--- config.mk ---
export PLATFORM = sky130hd
export DESIGN_NAME = watch_cu
export DESIGN_NICKNAME = d
export VERILOG_FILES = /design/src/rtl/watch_cu_pkg.sv /design/src/rtl/btn_debounce.sv /design/src/rtl/watch_cu.sv
export SDC_FILE = /design/constraint.sdc
export NUM_CORES = 1
export LEC_CHECK = 0
export CORE_ASPECT_RATIO = 1.5
export CORE_MARGIN = 5
export CORE_UTILIZATION = 63
export DETAILED_ROUTE_END_ITERATION = 16
export PLACE_DENSITY = 0.83
export SYNTH_ARGS = -nofsm -noshare
export SYNTH_HDL_FRONTEND = slang
export SYNTH_SLANG_ARGS = --single-unit
--- constraint.sdc ---
create_clock -name clk -period 7.2 [get_ports clk]
set_input_delay 0.72 -clock clk [delete_from_list [all_inputs] [get_ports clk]]
set_output_delay 0.72 -clock clk [all_outputs]
set_load 0.05 [all_outputs]
--- src/rtl/watch_cu_pkg.sv ---
// Shared definitions for the watch control unit: FSM encoding, edit-field
// one-hot constants and the debug view of the block.
package watch_cu_pkg;

  typedef enum logic [1:0] {
    ST_RUN       = 2'd0,
    ST_EDIT_SEC  = 2'd1,
    ST_EDIT_MIN  = 2'd2,
    ST_EDIT_HOUR = 2'd3
  } state_t;

  localparam logic [2:0] DP_NONE = 3'b000;
  localparam logic [2:0] DP_SEC  = 3'b001;
  localparam logic [2:0] DP_MIN  = 3'b010;
  localparam logic [2:0] DP_HOUR = 3'b100;

  // Button indices into the debounced level / event vectors.
  localparam int BTN_MODE = 0;
  localparam int BTN_SEL  = 1;
  localparam int BTN_UP   = 2;
  localparam int BTN_DOWN = 3;

  // Debug view: current FSM state plus the four debounced levels.
  typedef struct packed {
    state_t     state;
    logic [3:0] level;
  } dbg_t;

  function automatic logic [2:0] state_to_dp(input state_t s);
    case (s)
      ST_EDIT_SEC:  return DP_SEC;
      ST_EDIT_MIN:  return DP_MIN;
      ST_EDIT_HOUR: return DP_HOUR;
      default:      return DP_NONE;
    endcase
  endfunction

endpackage

--- src/rtl/btn_debounce.sv ---
// Button conditioning: 2-FF synchronizer, debouncer that adopts a new level
// only after DEBOUNCE_CYCLES consecutive differing samples, and a registered
// one-cycle press pulse the cycle after the debounced level rises.
module btn_debounce #(
  parameter int DEBOUNCE_CYCLES = 100_000
) (
  input  logic clk,
  input  logic rst,
  input  logic btn,
  output logic level,
  output logic press
);

  localparam int CW = (DEBOUNCE_CYCLES > 1) ? $clog2(DEBOUNCE_CYCLES) : 1;
  localparam logic [CW-1:0] CNT_LAST = CW'(DEBOUNCE_CYCLES - 1);

  logic          sync1;
  logic          sync2;
  logic          level_q;
  logic [CW-1:0] cnt;

  // Two-stage synchronizer for the raw asynchronous button.
  always_ff @(posedge clk or posedge rst) begin
    if (rst) begin
      sync1 <= 1'b0;
      sync2 <= 1'b0;
    end else begin
      sync1 <= btn;
      sync2 <= sync1;
    end
  end

  // Count consecutive samples that differ from the accepted level; any
  // agreeing sample restarts the count, so the counter never exceeds CNT_LAST.
  always_ff @(posedge clk or posedge rst) begin
    if (rst) begin
      cnt   <= '0;
      level <= 1'b0;
    end else if (sync2 == level) begin
      cnt <= '0;
    end else if (cnt == CNT_LAST) begin
      cnt   <= '0;
      level <= sync2;
    end else begin
      cnt <= cnt + 1'b1;
    end
  end

  // Rising edge of the debounced level becomes a registered press pulse.
  always_ff @(posedge clk or posedge rst) begin
    if (rst) begin
      level_q <= 1'b0;
      press   <= 1'b0;
    end else begin
      level_q <= level;
      press   <= level & ~level_q;
    end
  end

endmodule

--- src/rtl/watch_cu.sv ---
// Watch control unit: debounces four buttons, runs the RUN/EDIT FSM, and
// issues single-cycle up/down adjust pulses with hold-to-repeat.
module watch_cu
  import watch_cu_pkg::*;
#(
  parameter int DEBOUNCE_CYCLES = 100_000,
  parameter int REPEAT_DELAY    = 50_000_000,
  parameter int REPEAT_PERIOD   = 10_000_000
) (
  input  logic       clk,
  input  logic       rst,
  input  logic       btn_mode,
  input  logic       btn_sel,
  input  logic       btn_up,
  input  logic       btn_down,
  output logic [2:0] digit_pos,
  output logic       o_time_up,
  output logic       o_time_down,
  output logic       stop,
  output dbg_t       dbg
);

  localparam int DW = (REPEAT_DELAY  > 1) ? $clog2(REPEAT_DELAY)  : 1;
  localparam int PW = (REPEAT_PERIOD > 1) ? $clog2(REPEAT_PERIOD) : 1;
  localparam logic [DW-1:0] DLY_LAST = DW'(REPEAT_DELAY - 1);
  localparam logic [PW-1:0] PER_LAST = PW'(REPEAT_PERIOD - 1);

  logic [3:0]    btn_raw;
  logic [3:0]    lvl;
  logic [3:0]    evt;
  state_t        state;
  state_t        state_next;
  logic          edit;
  logic          chg;
  logic          both;
  logic          adj_up;
  logic          adj_dn;
  // Repeat engine, index 0 = up, 1 = down.
  logic [DW-1:0] dly_cnt [2];
  logic [PW-1:0] per_cnt [2];
  logic [1:0]    rep_phase;
  logic [1:0]    rep_run;
  logic [1:0]    fire;

  assign btn_raw = {btn_down, btn_up, btn_sel, btn_mode};

  for (genvar b = 0; b < 4; b++) begin : g_btn
    btn_debounce #(.DEBOUNCE_CYCLES(DEBOUNCE_CYCLES)) u_db (
      .clk   (clk),
      .rst   (rst),
      .btn   (btn_raw[b]),
      .level (lvl[b]),
      .press (evt[b])
    );
  end

  assign dbg.state = state;
  assign dbg.level = lvl;

  // Next state: mode toggles RUN/EDIT and beats sel; sel cycles edit fields.
  always_comb begin
    state_next = state;
    edit       = (state != ST_RUN);
    chg        = evt[BTN_MODE] | (evt[BTN_SEL] & edit);
    case (state)
      ST_RUN:       if (evt[BTN_MODE]) state_next = ST_EDIT_SEC;
      ST_EDIT_SEC:  if (evt[BTN_MODE]) state_next = ST_RUN;
                    else if (evt[BTN_SEL]) state_next = ST_EDIT_MIN;
      ST_EDIT_MIN:  if (evt[BTN_MODE]) state_next = ST_RUN;
                    else if (evt[BTN_SEL]) state_next = ST_EDIT_HOUR;
      ST_EDIT_HOUR: if (evt[BTN_MODE]) state_next = ST_RUN;
                    else if (evt[BTN_SEL]) state_next = ST_EDIT_SEC;
      default:      state_next = ST_RUN;
    endcase
  end

  // Repeat qualification and adjust-pulse selection. A press cycle, a state
  // change, leaving edit, release, or both directions held all clear the
  // engine, so repeat always restarts with a full delay.
  always_comb begin
    rep_run = '0;
    fire    = '0;
    both    = lvl[BTN_UP] & lvl[BTN_DOWN];
    for (int r = 0; r < 2; r++) begin
      rep_run[r] = edit & ~chg & ~both & lvl[BTN_UP + r] & ~evt[BTN_UP + r];
      fire[r]    = rep_run[r] & (rep_phase[r] ? (per_cnt[r] == PER_LAST)
                                              : (dly_cnt[r] == DLY_LAST));
    end
    adj_up = edit & ~chg & ~both & (evt[BTN_UP] | fire[0]);
    adj_dn = edit & ~chg & ~both & (evt[BTN_DOWN] | fire[1]) & ~adj_up;
  end

  // Repeat counters: delay phase, then fixed-period phase; reset on hit.
  always_ff @(posedge clk or posedge rst) begin
    if (rst) begin
      for (int r = 0; r < 2; r++) begin
        dly_cnt[r] <= '0;
        per_cnt[r] <= '0;
      end
      rep_phase <= '0;
    end else begin
      for (int r = 0; r < 2; r++) begin
        if (!rep_run[r]) begin
          dly_cnt[r]   <= '0;
          per_cnt[r]   <= '0;
          rep_phase[r] <= 1'b0;
        end else if (!rep_phase[r]) begin
          if (dly_cnt[r] == DLY_LAST) begin
            dly_cnt[r]   <= '0;
            rep_phase[r] <= 1'b1;
          end else begin
            dly_cnt[r] <= dly_cnt[r] + 1'b1;
          end
        end else if (per_cnt[r] == PER_LAST) begin
          per_cnt[r] <= '0;
        end else begin
          per_cnt[r] <= per_cnt[r] + 1'b1;
        end
      end
    end
  end

  // State register with digit_pos, stop and the adjust pulses registered alongside.
  always_ff @(posedge clk or posedge rst) begin
    if (rst) begin
      state       <= ST_RUN;
      digit_pos   <= DP_NONE;
      stop        <= 1'b0;
      o_time_up   <= 1'b0;
      o_time_down <= 1'b0;
    end else begin
      state       <= state_next;
      digit_pos   <= state_to_dp(state_next);
      stop        <= (state_next != ST_RUN);
      o_time_up   <= adj_up;
      o_time_down <= adj_dn;
    end
  end

endmodule

# Yosys cells after proc, flatten, opt, wreduce, memory -nomap -nowiden
# Cells that the tools add are included.
dict set report op_classes {
  n_addsub 8
  n_eq_ne 22
  mux 37
  bitwise 33
  reduce_logical 7
}
# operator n
set op_table {}
lappend op_table {{two-way mux 26 bit} 6}
lappend op_table {{two-way mux 24 bit} 6}
lappend op_table {{two-way mux 17 bit} 8}
lappend op_table {{adder 17 x 1 -> 17 bit (second input constant)} 4}
lappend op_table {{equality test 17 bit (second input constant)} 4}
lappend op_table {{adder 26 x 1 -> 26 bit (second input constant)} 2}
lappend op_table {{equality test 26 bit (second input constant)} 2}
lappend op_table {{adder 24 x 1 -> 24 bit (second input constant)} 2}
lappend op_table {{equality test 24 bit (second input constant)} 2}
lappend op_table {{AND 1 bit} 17}
lappend op_table {{two-way mux 2 bit} 7}
lappend op_table {{NOT 1 bit} 13}
lappend op_table {{one-hot mux 3 bit (3 select lines)} 1}
lappend op_table {{equality test 2 bit (second input constant)} 4}
lappend op_table {{two-way mux 1 bit} 8}
lappend op_table {{!= test 2 bit (second input constant)} 4}
lappend op_table {{one-hot mux 2 bit (4 select lines)} 1}
lappend op_table {{AND reduction 2 bit} 4}
lappend op_table {{equality test 1 bit} 4}
lappend op_table {{equality test 2 x 1 -> 1 bit (second input constant)} 2}
lappend op_table {{nonzero test 2 bit} 2}
lappend op_table {{bitwise OR 1 bit} 3}
lappend op_table {{logical NOT 2 bit} 1}
dict set report word_totals {
  ff_bits 198
  input_bits 6
  output_inout_bits 12
}

# Logic depth before layout (Yosys ltp)
# Gate-level depths: netlist of the first run.
dict set report logic_depth {
  depth_word 13
  mapped_depth 8
  ltp_nobuf 6
}

# By module
# From an unflattened synthesis of the first run, not the netlist that was laid out.
dict set report hier_totals {
  hier_cells 1062
  area_unflattened_um2 10097.2
}
# mod n_inst cells_per_inst area_each_um2
set by_module_without_submodules {}
lappend by_module_without_submodules {watch_cu 1 694 6118.4}
lappend by_module_without_submodules {btn_debounce 4 92 994.7}

# Worst setup path after synthesis of the first run
# Ideal clock, no wire load.
dict set report synth_timing {
  kind {flip-flop to flip-flop}
  startpoint {register state[1]}
  endpoint {register per_cnt[35] (netlist bit)}
  t_arrival_ns 2.109
  required_time_ns 7.118
  setup_slack_ns 5.009
  path_stages_with_launch 8
  n_path_buf 2
  period_less_slack_ns 2.191
  cell_sequence {dfrtp_1 or2_2 nand4_1 a211oi_2 buf_2 buf_4 a21oi_1 a31oi_1}
}
dict set report synth_via {
  elab_chain_cells 9
  word_cells_on_any_way 10
}
# item line
set synth_lines {}
lappend synth_lines {{start: declaration} watch_cu.sv:31} ;# state_t state;
lappend synth_lines {{start signal: assignment} watch_cu.sv:132} ;# state <= state_next;
lappend synth_lines {{nonzero test 2 bit *} watch_cu.sv:63} ;# edit = (state != ST_RUN);
lappend synth_lines {{AND 1 bit} watch_cu.sv:64} ;# chg = evt[BTN_MODE] | (evt[BTN_SEL] & edit);
lappend synth_lines {{bitwise OR 1 bit} watch_cu.sv:64}
lappend synth_lines {{NOT 1 bit} watch_cu.sv:85} ;# rep_run[r] = edit & ~chg & ~both & lvl[BTN_UP + r] & ~evt[BTN_UP + r];
lappend synth_lines {{AND 1 bit * (4 in a row)} watch_cu.sv:85}
lappend synth_lines {{!= test 2 bit (no source line) or two-way mux 24 bit (tied branches)} --}
lappend synth_lines {{end signal: indexed assignment} watch_cu.sv:117} ;# per_cnt[r] <= per_cnt[r] + 1'b1;
lappend synth_lines {{end: declaration} watch_cu.sv:40} ;# logic [PW-1:0] per_cnt [2];
# Every way passes the cells marked *; elsewhere a longest branch is shown, timed or not.
# A chain may end at the register's enable or synchronous reset.

# Worst setup path after layout of the first run
dict set report layout_timing {
  startpoint {register g_btn[2].u_db.level}
  endpoint {register per_cnt[12] (netlist bit)}
}
dict set report layout_via {
  elab_chain_cells 6
  word_cells_on_any_way 7
}
# item line
set layout_lines {}
lappend layout_lines {{start: declaration} btn_debounce.sv:10} ;# output logic level,
lappend layout_lines {{start signal: assignment} btn_debounce.sv:43} ;# level <= sync2;
lappend layout_lines {{AND 1 bit *} watch_cu.sv:83} ;# both = lvl[BTN_UP] & lvl[BTN_DOWN];
lappend layout_lines {{NOT 1 bit *} watch_cu.sv:85}
lappend layout_lines {{AND 1 bit * (3 in a row)} watch_cu.sv:85}
lappend layout_lines {{!= test 2 bit (no source line) or two-way mux 24 bit (tied branches)} --}
# Marks and branches as above.

==> flow_metrics.tcl, run 1 <==
set metrics [dict create \
    status "finished, final reports clean" \
    grt_setup_unrepaired "false" \
    ys_types 60 \
    grt_pass1_wl_mm 36.1 \
    core_um2 15700 \
    portBuffers 17 \
    fp.dieW_um 113 \
    layout_setup_ws_ps 3860 \
    setup_tns_ps 0 \
    slew_violations 0 \
    cts.path.max_buffers 2 \
    p_per_area_nw_per_um2 191 \
    die_area_um2 18700 \
    maxCapViolCount 0 \
    yosys_warnings 0 \
    start_kind "flop" \
    drt-vias-per-instance 6.26 \
    htree_levels 4 \
    start_util 0.642 \
    leakage_nw 4.47 \
    drc 0 \
    worst_pin_slew_ps 1130 \
    drive_gt1_frac 0.0559 \
    final_nets 1074 \
    slew_headroom 0.240 \
    ys_ff_latch 198 \
    synthCells 1065 \
    dr.first_iter.drc_count 602 \
    chipHeight_um 165 \
    wl_per_cell_um 16.2 \
    root_buffer "clkbuf_16" \
    row_count 56 \
    cts.repair.resized 0 \
    async_flop_share 1.00 \
    tritoncts "built" \
    grt_pass1_vias 7708 \
    max_clock_freq_mhz 299 \
    fill_cells 1198 \
    clk_latency_ps 420 \
    crit_arrival_ps 3700 \
    min_path_type "flop to flop" \
    finClkSkew_ps 8.50 \
    rr_worst_depth 6 \
    fin_crit_ps 3340 \
    cts_sinks 198 \
    synth_edf_count 0 \
    cts_hold_buf 0 \
    antenna_found_initial 0 \
    ys_seq_area_frac 0.492 \
    setup.worst_path.end_class "flop" \
    worstSetupPathType "flop to flop" \
    synth_flop_cell "dfrtp_1" \
    p_total_mw 2.08 \
    min_path_cells 0 \
    track_usage 0.233 \
    drt-total-wl_mm 20.7 \
    clkTransAtPathRegs_ps 70 \
    place_ws_ps 3930 \
    dr.pass1.iters 5 \
    cts_buffers 17 \
    place_congestion 0.893 \
    grt_max_degree 152 \
    io_pins 18 \
    worst-path-max-fanout 24 \
    syn_nets 1079 \
    setup_viol 0 \
    hold_viol 0 \
    area_growth_pct 7.98 \
    hpwl_mm 13.6 \
    antenna_left 0 \
    required_ps 7560 \
    via_count 7985 \
    fin_crit_sh 0.464 \
    grt-ovfl-total 0 \
    syn-mean-instance-area_um2 9.45 \
    syn-cell-area_um2 10100 \
    post_cts_buffers 0 \
    peakVddDrop_uv 167 \
    diodes 0 \
]
==> placed cells by master, fill, tap and decap left out, types with 4 or more instances in the layout <==
master | Yosys | layout
nor3_1 | 27 | 27
ha_1 | 8 | 8
and4_1 | 14 | 14
a22o_1 | 11 | 11
a21o_1 | 15 | 15
and3_1 | 23 | 23
nor4_1 | 21 | 21
dfrtp_1 | 198 | 198
nand2_1 | 96 | 96
o31a_1 | 5 | 5
buf_4 | 9 | 6
or4_1 | 4 | 4
xnor2_1 | 26 | 26
clkbuf_16 | 0 | 17
nor4b_1 | 5 | 5
nor2_1 | 119 | 118
nand4_1 | 58 | 58
nand3_1 | 75 | 75
or2_2 | 7 | 7
o21ai_0 | 23 | 23
or3_1 | 20 | 20
mux2_2 | 5 | 5
mux2i_1 | 9 | 9
a21oi_1 | 31 | 30
a31oi_1 | 67 | 67
xor2_1 | 47 | 47
a41oi_1 | 10 | 10
nor4_2 | 4 | 4
and2_1 | 5 | 5
nand2b_1 | 10 | 10
inv_1 | 30 | 29
clkdlybuf4s50_1 | 0 | 17
nor2b_1 | 10 | 10
==> per-stage QoR <==
| stage | std cells | hold WS, ps | util | cell area (µm²) |
|---|---|---|---|---|
| 6_report | 1276 | 348 | 0.693 | 10900 |
| 5_1_grt | 1276 | 371 | 0.693 | 10900 |
| 4_1_cts | 1276 | 350 | 0.693 | 10900 |
| 3_5_place_dp | 1244 | 335 | 0.657 | 10300 |
| 3_3_place_gp | 1244 | 335 | 0.657 | 10300 |
| 2_1_floorplan | 1065 | 331 | - | 10100 |
==> cell usage after synthesis, drive strengths merged, types with 3 or more instances <==
library cell / instances / area, µm²
a211oi: 3 / 27.5
a21o: 15 / 113
a21oi: 32 / 171
a22o: 11 / 96.3
a31oi: 67 / 419
a41oi: 10 / 87.6
and2: 5 / 31.3
and3: 23 / 144
and4: 14 / 123
buf: 22 / 151
clkbuf: 25 / 95.1
dfrtp: 198 / 4950
ha: 8 / 100
inv: 30 / 113
mux2: 5 / 56.3
mux2i: 9 / 90.1
nand2: 96 / 360
nand2b: 10 / 62.6
nand3: 75 / 375
nand4: 58 / 363
nor2: 119 / 447
nor2b: 10 / 62.6
nor3: 27 / 135
nor4: 25 / 181
nor4b: 5 / 43.8
o21ai: 23 / 115
o31a: 5 / 43.8
or2: 8 / 50.1
or3: 20 / 125
or4: 4 / 30.0
or4b: 5 / 50.1
xnor2: 26 / 228
xor2: 47 / 412
==> sequential cells by signal (all words and copies together) (netlist names) <==
register and flops:
dly_cnt 52, state 2, g_btn.u_db.sync1 4, o_time_down 1
g_btn.u_db.level 4, o_time_up 1, stop 1, g_btn.u_db.sync2 4
g_btn.u_db.cnt 68, g_btn.u_db.level_q 4, rep_phase 2, per_cnt 48
digit_pos 3, g_btn.u_db.press 4
==> critical path, cell delays in order (launching register included) <==
cell	delay (ps)
dfrtp_1	490
nor3b_1	350
nand4_1	660
a21oi_2	820
buf_4	370
or3b_2	470
nand3_1	100
==> cell families after synthesis <==
| family | share of synthesized area |
|---|---|
| muxes | 0.0145 |
| AOI/OAI and AO/OA | 0.122 |
| adders and majority gates | 0.00994 |
| and+or+nand+nor | 0.262 |
| buffers and inverters | 0.0357 |
| DFF | 0.492 |
| xor gates and xnor gates | 0.0635 |
==> routing by layer <==
layer / global-route usage / vias up / share of wire
met5: 0 / - / 0
met4: 0.0847 / 0 / 0.016
met3: 0.0473 / 30 / 0.044
met2: 0.397 / 172 / 0.51
met1: 0.296 / 3908 / 0.43
li1: - / 3875 / -
==> power breakdown <==
group	total, mW	internal, mW	switching (mW)
Combinational	0.0410	0.00900	0.0320
Sequential	1.13	1.12	0.00731
Clock	0.910	0.498	0.412
Total	2.08	1.63	0.451
==> final timing paths <==
| check | startpoint | endpoint | slack (ps) |
|---|---|---|---|
| max | g_btn[2].u_db.level$_DFFE_PP0P_ | per_cnt[12]$_DFFE_PP0P_ | 3860 |
| min | g_btn[3].u_db.sync1$_DFF_PP0_ | g_btn[3].u_db.sync2$_DFF_PP0_ | 350 |
| max reg2reg | g_btn[2].u_db.level$_DFFE_PP0P_ | per_cnt[12]$_DFFE_PP0P_ | 3860 |
| min reg2reg | g_btn[3].u_db.sync1$_DFF_PP0_ | g_btn[3].u_db.sync2$_DFF_PP0_ | 350 |
| max in group asynchronous | rst | per_cnt[29]$_DFFE_PP0P_ | 5130 |
| min in group asynchronous | rst | g_btn[0].u_db.cnt[12]$_DFF_PP0_ | 840 |
==> cell type report <==
cell class	instances	area, µm²	area share
sequential	198	4950	0.456
multi-input combinational	790	4770	0.439
clock buffer	22	464	0.0427
tap	203	254	0.0234
timing repair buffer	23	215	0.0198
inverter	30	120	0.0110
clock inverter	10	95.1	0.00875
(Power assumes the default switching activity.)
==> run 2: changes to the inputs <==
==> constraint.sdc (replaced) <==
create_clock -name clk -period 3.3 [get_ports clk]
set_input_delay 0.33 -clock clk [delete_from_list [all_inputs] [get_ports clk]]
set_output_delay 0.33 -clock clk [all_outputs]
set_load 0.05 [all_outputs]
==> run 2 against run 1 <==
Count of clock-buffer cells in the layout is 3 lower. Sequential cell count stayed put. Maximum frequency is 33% higher. Die area stayed put. Worst setup slack worse by 3100 ps. Register-to-register slack worse by 3100 ps. Via count is 2.1% higher. Critical path depth is 1 lower. Hold slack worse by 8.6 ps. Critical path type unchanged. Combinational power is 150% higher. Clock skew is 1.1 ps lower. Sequential share of layout area is 0.81 points lower.
==> flow_metrics.tcl, run 2 (synthesis gave the netlist of run 1 again) <==
set metrics [dict create \
    finClkSkew_ps 7.40 \
    status "finished, final reports clean" \
    diodes 0 \
    clkTransAtPathRegs_ps 70 \
    worst_pin_slew_ps 918 \
    start_kind "flop" \
    largest_reg_flops 68 \
    grt_setup_unrepaired "false" \
    crit_arrival_ps 2820 \
    fin_crit_sh 0.760 \
    row_count 56 \
    max_stage_delay_ps 570 \
    via_count 8150 \
    hpwl_mm 14.0 \
    regMostFlops "g_btn.u_db.cnt" \
    antenna_left 0 \
    maxCapViolCount 0 \
    track_usage 0.242 \
    fill_cells 1163 \
    final_cell_mix "dfrtp_1, nor2_1, nand2_1" \
    io_pins 18 \
    top_regs "g_btn.u_db.cnt x68, dly_cnt x52, per_cnt x48" \
    core_um2 15700 \
    max_clock_freq_mhz 399 \
    final_area_um2 11100 \
    tritoncts "built" \
    grt_pass1_vias 8114 \
    worstSetupPathType "flop to flop" \
    placed_area_um2 10500 \
    leakage_nw 4.57 \
    final_common_cell "dfrtp_1" \
    wl_per_cell_um 16.7 \
    final_nets 1086 \
    multi_input_area_um2 4770 \
    cts.path.max_buffers 2 \
    crit_slowest_cell "and2_1" \
    antenna_found_initial 0 \
    drive_gt1_frac 0.0656 \
    setup.worst_path.end_class "flop" \
    fin_crit_ps 2510 \
    min_path_type "input port to flop" \
    drc 0 \
    hold_viol 0 \
    portBuffers 17 \
    fp.dieW_um 113 \
    cts_sinks 198 \
    cts_hold_buf 0 \
    post_cts_buffers 0 \
    drt-vias-per-instance 6.34 \
    drt-total-wl_mm 21.5 \
    area_growth_pct 9.93 \
    setup_tns_ps 0 \
    cts_buffers 17 \
    place_congestion 0.893 \
    grt-ovfl-total 0 \
    required_ps 3620 \
    start_util 0.642 \
    chipHeight_um 165 \
    cp_cell_sequence "or4bb_1 > nor4_1 > and2_1 > o21ai_0 > a32o_1" \
    htree_levels 4 \
    regArea_um2 4950 \
    slew_violations 0 \
    dr.pass1.iters 5 \
    die_area_um2 18700 \
    slew_headroom 0.387 \
    root_buffer "clkbuf_16" \
    dr.first_iter.drc_count 620 \
    cts.repair.resized 0 \
    clk_latency_ps 430 \
    peakVddDrop_uv 416 \
    grt_pass1_wl_mm 37.3 \
    worst-path-max-fanout 17 \
    grt_max_degree 46 \
    p_total_mw 4.73 \
    p_per_area_nw_per_um2 427 \
    setup_viol 0 \
]
## run 2: per-layer routing
layer	track usage	part of all wire
met2	0.427	0.52
met5	0	0
met4	0.0968	0.020
met1	0.293	0.42
met3	0.0444	0.044
## run 2: worst max-delay path, delay by kind of cell (launching register included)
family / cells / cell delay [ps]
flops: 1 / 480
simple gates: 3 / 1400
compound gates: 2 / 510
## run 2: final timing paths
check,start,end,slack (ps),depth (start not counted)
worst max-delay path,dly_cnt[42]$_DFFE_PP0P_,dly_cnt[47]$_DFFE_PP0P_,790,5
max in group asynchronous,rst,dly_cnt[47]$_DFFE_PP0P_,2160,3
worst min register to register,g_btn[0].u_db.sync1$_DFF_PP0_,g_btn[0].u_db.sync2$_DFF_PP0_,350,0
worst max register to register,dly_cnt[42]$_DFFE_PP0P_,dly_cnt[47]$_DFFE_PP0P_,790,5
worst min-delay path,btn_up,g_btn[2].u_db.sync1$_DFF_PP0_,340,1
min in group asynchronous,rst,g_btn[0].u_db.cnt[15]$_DFF_PP0_,430,2
## run 2: per-stage QoR
stage / instances / utilization / worst slack [ps] / hold WS (ps)
global route: 1286 / 0.705 / 636 / 332
detailed placement: 1256 / 0.667 / 854 / 340
CTS: 1286 / 0.705 / 846 / 328
finish: 1286 / 0.705 / 792 / 340
global placement: 1256 / 0.667 / 927 / 333
floorplan: 1065 / - / 410 / 331
## run 2: layout make-up
class                           instances  share of cell area
Clock buffer                           19              0.0391
Sequential cell                       198               0.448
Clock inverter                         11              0.0157
Timing Repair Buffer                   35              0.0332
Inverter                               30              0.0105
Multi-Input combinational cell        790               0.431
Tap cell                              203              0.0229
## run 2: power by group
| part | internal, mW | switching (mW) | leakage (nW) |
|---|---|---|---|
| combinational | 0.0286 | 0.0726 | 1.54 |
| clock | 1.27 | 0.900 | 0.298 |
| sequential | 2.44 | 0.0151 | 2.74 |
| total | 3.74 | 0.988 | 4.57 |
